$ cat src/rtl/pipe_pkg.sv
// Shared types and defaults for the pipeline skid register slice.
package pipe_pkg;

  localparam int unsigned PIPE_WIDTH_DEF = 32;
  localparam int unsigned PIPE_WIDTH_MAX = 256;
  localparam logic [PIPE_WIDTH_MAX-1:0] PIPE_RESET_VAL_DEF = '0;

  typedef enum logic [1:0] {
    EMPTY = 2'd0,
    ONE   = 2'd1,
    TWO   = 2'd2
  } pipe_state_e;

  // Entry count held in a given state.
  function automatic logic [1:0] pipe_occupancy(input pipe_state_e s);
    logic [1:0] occ;
    case (s)
      ONE:     occ = 2'd1;
      TWO:     occ = 2'd2;
      default: occ = 2'd0;
    endcase
    return occ;
  endfunction

endpackage

$ cat src/rtl/pipe_data_reg.sv
// WIDTH-bit data register: load enable, synchronous clear and async reset to RESET_VAL.
module pipe_data_reg
  import pipe_pkg::*;
#(
  parameter int unsigned      WIDTH     = PIPE_WIDTH_DEF,
  parameter logic [WIDTH-1:0] RESET_VAL = WIDTH'(PIPE_RESET_VAL_DEF)
) (
  input  logic             clk,
  input  logic             rst,
  input  logic             clr_i,
  input  logic             load_i,
  input  logic [WIDTH-1:0] data_i,
  output logic [WIDTH-1:0] data_o
);

  logic [WIDTH-1:0] data_q;

  // Clear wins over load so a flush never lets new data slip in.
  always_ff @(posedge clk or negedge rst) begin
    if (!rst) begin
      data_q <= RESET_VAL;
    end else if (clr_i) begin
      data_q <= RESET_VAL;
    end else if (load_i) begin
      data_q <= data_i;
    end
  end

  assign data_o = data_q;

endmodule

$ cat src/rtl/pipe_skid_reg.sv
// Valid/ready pipeline register; SKID=1 adds a second entry so in_ready is a pure flop.
module pipe_skid_reg
  import pipe_pkg::*;
#(
  parameter int unsigned      WIDTH     = PIPE_WIDTH_DEF,
  parameter logic [WIDTH-1:0] RESET_VAL = WIDTH'(PIPE_RESET_VAL_DEF),
  parameter bit               SKID      = 1'b1
) (
  input  logic             clk,
  input  logic             rst,
  input  logic             flush,
  input  logic [WIDTH-1:0] in_data,
  input  logic             in_valid,
  output logic             in_ready,
  output logic [WIDTH-1:0] out_data,
  output logic             out_valid,
  input  logic             out_ready,
  output logic [1:0]       occupancy
);

  pipe_state_e      state_q, state_d;
  logic             in_ready_q, in_ready_d;
  logic             out_valid_q, out_valid_d;
  logic [1:0]       occ_q, occ_d;
  logic             in_xfer, out_xfer;
  logic             main_load, skid_load, main_sel_skid;
  logic [WIDTH-1:0] main_d, main_q, skid_q;

  assign in_xfer  = in_valid & in_ready;
  assign out_xfer = out_valid_q & out_ready;

  // Next-state and data-register load decisions.
  always_comb begin
    state_d       = state_q;
    main_load     = 1'b0;
    skid_load     = 1'b0;
    main_sel_skid = 1'b0;
    case (state_q)
      EMPTY: begin
        if (in_xfer) begin
          state_d   = ONE;
          main_load = 1'b1;
        end
      end
      ONE: begin
        if (in_xfer && out_xfer) begin
          main_load = 1'b1;
        end else if (in_xfer && SKID) begin
          state_d   = TWO;
          skid_load = 1'b1;
        end else if (out_xfer) begin
          state_d = EMPTY;
        end
      end
      TWO: begin
        if (out_xfer) begin
          state_d       = ONE;
          main_load     = 1'b1;
          main_sel_skid = 1'b1;
        end
      end
      default: begin
        state_d = EMPTY;
      end
    endcase
    if (flush) begin
      state_d   = EMPTY;
      main_load = 1'b0;
      skid_load = 1'b0;
    end
    in_ready_d  = (state_d != TWO);
    out_valid_d = (state_d != EMPTY);
    occ_d       = pipe_occupancy(state_d);
  end

  // in_ready_q stays 0 through reset and rises on the first edge after release.
  always_ff @(posedge clk or negedge rst) begin
    if (!rst) begin
      state_q     <= EMPTY;
      in_ready_q  <= 1'b0;
      out_valid_q <= 1'b0;
      occ_q       <= 2'd0;
    end else begin
      state_q     <= state_d;
      in_ready_q  <= in_ready_d;
      out_valid_q <= out_valid_d;
      occ_q       <= occ_d;
    end
  end

  assign main_d = main_sel_skid ? skid_q : in_data;

  pipe_data_reg #(
    .WIDTH     (WIDTH),
    .RESET_VAL (RESET_VAL)
  ) u_main (
    .clk    (clk),
    .rst    (rst),
    .clr_i  (flush),
    .load_i (main_load),
    .data_i (main_d),
    .data_o (main_q)
  );

  if (SKID) begin : g_skid
    pipe_data_reg #(
      .WIDTH     (WIDTH),
      .RESET_VAL (RESET_VAL)
    ) u_skid (
      .clk    (clk),
      .rst    (rst),
      .clr_i  (flush),
      .load_i (skid_load),
      .data_i (in_data),
      .data_o (skid_q)
    );
    assign in_ready = in_ready_q;
  end else begin : g_noskid
    // Single entry: accept when empty or when the head leaves this cycle.
    assign skid_q   = RESET_VAL;
    assign in_ready = in_ready_q & (~out_valid_q | out_ready);
  end

  assign out_data  = main_q;
  assign out_valid = out_valid_q;
  assign occupancy = occ_q;

endmodule

$ cat config.mk
export PLATFORM = sky130hd
export DESIGN_NAME = pipe_skid_reg
export DESIGN_NICKNAME = d
export VERILOG_FILES = /design/src/rtl/pipe_pkg.sv /design/src/rtl/pipe_data_reg.sv /design/src/rtl/pipe_skid_reg.sv
export SDC_FILE = /design/constraint.sdc
export NUM_CORES = 1
export LEC_CHECK = 0
export ABC_AREA = 1
export BUFFER_PORTS_ARGS = -buffer_cell sky130_fd_sc_hd__buf_4
export CELL_PAD_IN_SITES_DETAIL_PLACEMENT = 0
export CELL_PAD_IN_SITES_GLOBAL_PLACEMENT = 1
export CORE_AREA = 2 2 92 94
export DETAILED_ROUTE_END_ITERATION = 16
export DIE_AREA = 0 0 94 96
export GPL_TIMING_DRIVEN = 0
export PLACE_DENSITY = 0.85
export RECOVER_POWER = 50
export SLEW_MARGIN = 20
export SYNTH_ARGS = -nofsm -noshare
export SYNTH_HDL_FRONTEND = slang
export SYNTH_SLANG_ARGS = --single-unit
$ cat constraint.sdc
create_clock -name clk -period 3.4 [get_ports clk]
set_input_delay 0.51 -clock clk [delete_from_list [all_inputs] [get_ports clk]]
set_output_delay 0.51 -clock clk [all_outputs]
set_load 0.05 [all_outputs]
After elaboration in Yosys (flattened, before gate mapping)
Index checks and enable logic that the tools add are counted.
W data, S select, Z words.
{"block": "totals", "register_bits": 70, "output_inout_bits": 36, "wordCells": 40}
{"block": "op_classes", "eq_ne": 5, "n_mux": 22, "n_bitwise": 2, "reduce_logical": 5}
{"cell": "$mux W32", "n": 5}
{"cell": "$mux W2", "n": 6}
{"cell": "$mux W1", "n": 8}
{"cell": "$pmux W2 S3", "n": 1}
{"cell": "$reduce_bool A2 Y1", "n": 3}
{"cell": "$eq A2 B1 Y1 const B", "n": 2}
{"cell": "$eq A2 B2 Y1 const B", "n": 2}
{"cell": "$pmux W2 S2", "n": 1}
{"cell": "$pmux W1 S3", "n": 1}
{"cell": "$and A1 B1 Y1", "n": 2}
{"cell": "$logic_not A2 Y1", "n": 1}
{"cell": "$ne A2 B2 Y1 const B", "n": 1}
{"cell": "$logic_and A1 B1 Y1", "n": 1}

Depth between registers and ports, before layout
{"block": "depth", "ltp_word": 8, "ltp_mapped": 9, "ltp_nobuf": 7}

Hierarchy
From an unflattened synthesis, not the netlist that was laid out.
{"block": "hier_totals", "hier_cells": 423, "hier_area_um2": 3413.3}
{"mod": "pipe_data_reg", "n_inst": 2, "cells_per_inst": 140, "area_each_um2": 1351.3}
{"mod": "pipe_skid_reg", "n_inst": 1, "cells_per_inst": 143, "area_each_um2": 710.7}

Worst setup path after synthesis
No wires, ideal clock.
{"block": "synth_timing", "path_kind": "register to register", "from": "register out_valid_q (netlist: out_valid)", "to": "register u_main.data_q[10] (netlist: u_main.data_o[10])", "setup_time_ns": 0.119, "arrival_time_ns": 1.508, "slack_ns": 1.774, "path_stages_with_launch": 10, "path_cell_list": "dfrtp_1 > nand2_1 > inv_2 > nand2_1 > buf_2 > buf_4 > nand2_1 > nand2_1 > nand3_1 > nand2_1"}
{"block": "synth_between", "elab_chain_cells": 6, "word_cells_on_any_way": 11, "cone_classes": "8 x mux; 1 x bitwise; 2 x reduce/logical"}
{"element": "start, declared", "line": "pipe_skid_reg.sv:23", "text": "logic out_valid_q, out_valid_d;"}
{"element": "start signal, assigned", "line": "pipe_skid_reg.sv:86", "text": "out_valid_q <= out_valid_d;"}
{"element": "$and A1 B1 Y1 (*)", "line": "pipe_skid_reg.sv:30", "text": "assign out_xfer = out_valid_q & out_ready;"}
{"element": "$logic_and A1 B1 Y1 / $mux W1 (equally long branches)", "line": "pipe_skid_reg.sv:46, pipe_skid_reg.sv:56"}
{"element": "$mux W1 (on tied branches)", "line": "pipe_skid_reg.sv:46, pipe_skid_reg.sv:38"}
{"element": "$pmux W1 S3 / $mux W32 (equally long branches)", "line": "pipe_skid_reg.sv:38, pipe_skid_reg.sv:91"}
{"element": "$mux W1 / $mux W32 (equally long branches)", "line": "pipe_skid_reg.sv:66, pipe_data_reg.sv:24"}
{"element": "$reduce_bool A2 Y1 (no source line) / $mux W32 (equally long branches)"}
{"element": "end signal, assigned", "line": "pipe_data_reg.sv:25", "text": "data_q <= data_i;"}
{"element": "end, declared", "line": "pipe_data_reg.sv:16", "text": "logic [WIDTH-1:0] data_q;"}
Every way passes the cells marked *; elsewhere a longest branch is shown, timed or not. The select of a mux whose other input is x is not followed.
A chain may end at the register's enable or synchronous reset.

Worst setup path in the final report
{"block": "layout_timing", "from": "register in_ready_q (netlist: in_ready)", "to": "register g_skid.u_skid.data_q[30] (netlist: g_skid.u_skid.data_o[30])"}
{"block": "layout_between", "elab_chain_cells": 6, "word_cells_on_any_way": 7, "cone_classes": "4 x mux; 1 x bitwise; 2 x reduce/logical"}
{"element": "start, declared", "line": "pipe_skid_reg.sv:22", "text": "logic in_ready_q, in_ready_d;"}
{"element": "start signal, assigned", "line": "pipe_skid_reg.sv:85", "text": "in_ready_q <= in_ready_d;"}
{"element": "$and A1 B1 Y1 (*)", "line": "pipe_skid_reg.sv:29", "text": "assign in_xfer = in_valid & in_ready;"}
{"element": "$mux W1 / $logic_and A1 B1 Y1 (equally long branches)", "line": "pipe_skid_reg.sv:48, pipe_skid_reg.sv:46"}
{"element": "$mux W1 (*)", "line": "pipe_skid_reg.sv:46", "text": "if (in_xfer && out_xfer) begin"}
{"element": "$mux W1 (*)", "line": "pipe_skid_reg.sv:38", "text": "case (state_q)"}
{"element": "$mux W1 (*)", "line": "pipe_skid_reg.sv:66", "text": "if (flush) begin"}
{"element": "$reduce_bool A2 Y1 (no source line) (*)"}
{"element": "end signal, assigned", "line": "pipe_data_reg.sv:25"}
{"element": "end, declared", "line": "pipe_data_reg.sv:16"}
Every way passes the cells marked *; elsewhere a longest branch is shown, timed or not.

==> results.ini <==
[global_route]
antenna_found_initial=0
grt_pass1_vias=2932
grt_pass1_wl_um=14600
overflow=0
grt_usage=0.211
grt_max_degree=71

[placed_design]
gp_congestion=0.789
place_ws_ns=1.58
io_buffers=72
placed_cell_area_um2=3980
hpwl_um=6110
dpl.cell_count=596

[sta]
hold_viol_final=0
tightestPinTransition_ns=1.76
setup_ws_ns=1.70
drv_slew=71
min_period_ns=1.70
period_share=0.499
setup_tns_ns=0
finalSetupViolCount=0
relSlewSlack=-0.171
rsz0062_at_grt=no
whs_ns=0.358
max_freq_mhz=590
fin_skew_ns=0.00878

[outcome]
failed_checks=capacitance limit, slew limit
status=finished with violations

[worst_setup_path]
crit_type=reg -> reg
cp-end-kind=flip-flop
cp.required_ns=3.69
critPathLaunchType=flip-flop
cp_max_fo=10
cp_data_arrival_time_ns=1.98

[cts]
cts_resized=0
cts_buffers=9
ctsLongestPathBuffers=2
tritoncts=built
cts_hold_buf=0
cts_root_buf=clkbuf_8
htreeDepth=3
insertion_delay_ns=0.35
clk_pin_slew_ns=0.07
post_cts_buffers=0
cts_sinks=70

[die]
initial_core_util=0.411
die_x_um=94
io_pins=73
rows=33
dieArea_um2=9020
die_h_um=96
core_um2=8050

[finish]
fin_area_um2=4130
final_util=0.513
nets=539
drive_gt1_frac=0.188
final_cells=611
diodes=0
syn_to_final_growth_pct=24.9

[detailed_routing]
wl_met1_um=4110
routed-wl-met3_um=483
via_per_inst=5.12
drc_errors=0
ant_nets=0
vias=3128
drt_first_pass_iters=4
wl_um=8880
drt_iter0_markers=240
wl_per_cell_um=14.5
highest_layer=met4
wl_met2_um=4160

[pwr]
power_density_nw_per_um2=486
vdd_drop_max_uv=228
finalPower_mw=2.01
leakage_nw=2.35

[logic_synthesis]
seq_area_frac_synth=0.530
avgSynthCellArea_um2=7.89
synth_nets=456
yosysWarnings=0
ys_ff_latch=70
synth_cell_type_count=15
syn_inst=419
syn_area_um2=3310

[min_path]
hold_path.class=in -> reg

[job]
max_cap_viol_count=1

state kept, by name, indices dropped and copies added, names as in the netlist:
signal,count
u_main.data_o,32
in_ready,1
state_q,2
occupancy,2
g_skid.u_skid.data_o,32
out_valid,1
critical path: stages, from the launching register on:
cell	delay, ns
dfrtp_1	0.36
nand2_1	0.09
nor2_1	0.13
nand3_1	0.25
nor2_1	0.35
buf_2	0.31
nand2_1	0.08
nand2_1	0.07
Yosys cell counts:
cell type | n | area share
buf_1 | 8 | 0.0091
buf_2 | 14 | 0.021
buf_4 | 2 | 0.0045
clkbuf_1 | 11 | 0.012
dfrtp_1 | 70 | 0.53
inv_1 | 5 | 0.0057
inv_2 | 3 | 0.0034
nand2_1 | 169 | 0.19
nand3_1 | 99 | 0.15
nand4_1 | 32 | 0.061
nor2_1 | 2 | 0.0023
nor2_2 | 1 | 0.0019
nor2_4 | 1 | 0.0034
nor3_1 | 1 | 0.0015
o21bai_1 | 1 | 0.0023
worst paths after layout:
kind                                    startpoint                       end  slack [ns]  depth (start not counted)
min reg2reg                g_skid.u_skid.data_o[9]   g_skid.u_skid.data_o[9]        0.51                          2
min in group asynchronous                      rst                  in_ready        0.59                          1
max reg2reg                               in_ready  g_skid.u_skid.data_o[30]        1.70                          7
max in group asynchronous                      rst         u_main.data_o[30]        1.73                          1
min                                    in_data[18]  g_skid.u_skid.data_o[18]        0.36                          3
max                                       in_ready  g_skid.u_skid.data_o[30]        1.70                          7
power by group:
group | leakage (nW) | switching [mW] | internal, mW | total, mW
sequential | 0.948 | 0.0340 | 0.890 | 0.924
clock | 0.0958 | 0.301 | 0.342 | 0.643
combinational | 1.30 | 0.319 | 0.123 | 0.442
layout make-up:
cell class	count	area, um2
Tap cell	105	131
Sequential cell	70	1750
Fill cell	834	3920
Multi-Input combinational cell	306	1370
Timing Repair Buffer	72	508
Buffer	35	155
Inverter	8	30.0
Clock buffer	15	186
metal layers:
layer  GRT usage  vias up
met1       0.292     1464
li1            -     1561
met3      0.0509       14
met5           0        -
met4      0.0628        0
met2       0.333       89
cell usage in the layout (no fill, tap or decap), drive strengths merged:
| master | instances |
|---|---|
| inv | 8 |
| nand4 | 32 |
| dfrtp | 70 |
| nor3 | 1 |
| nor2 | 4 |
| buf | 86 |
| nand2 | 169 |
| clkbuf | 36 |
| o21bai | 1 |
| nand3 | 99 |
logic make-up after synthesis:
group                  Yosys count  synth area share
AO/OA/AOI/OAI                    1           0.00227
buffers and inverters           43            0.0564
flip-flops                      70             0.530
AND/OR/NAND/NOR                305             0.411
Note: power is estimated with default switching activity, not from simulation.
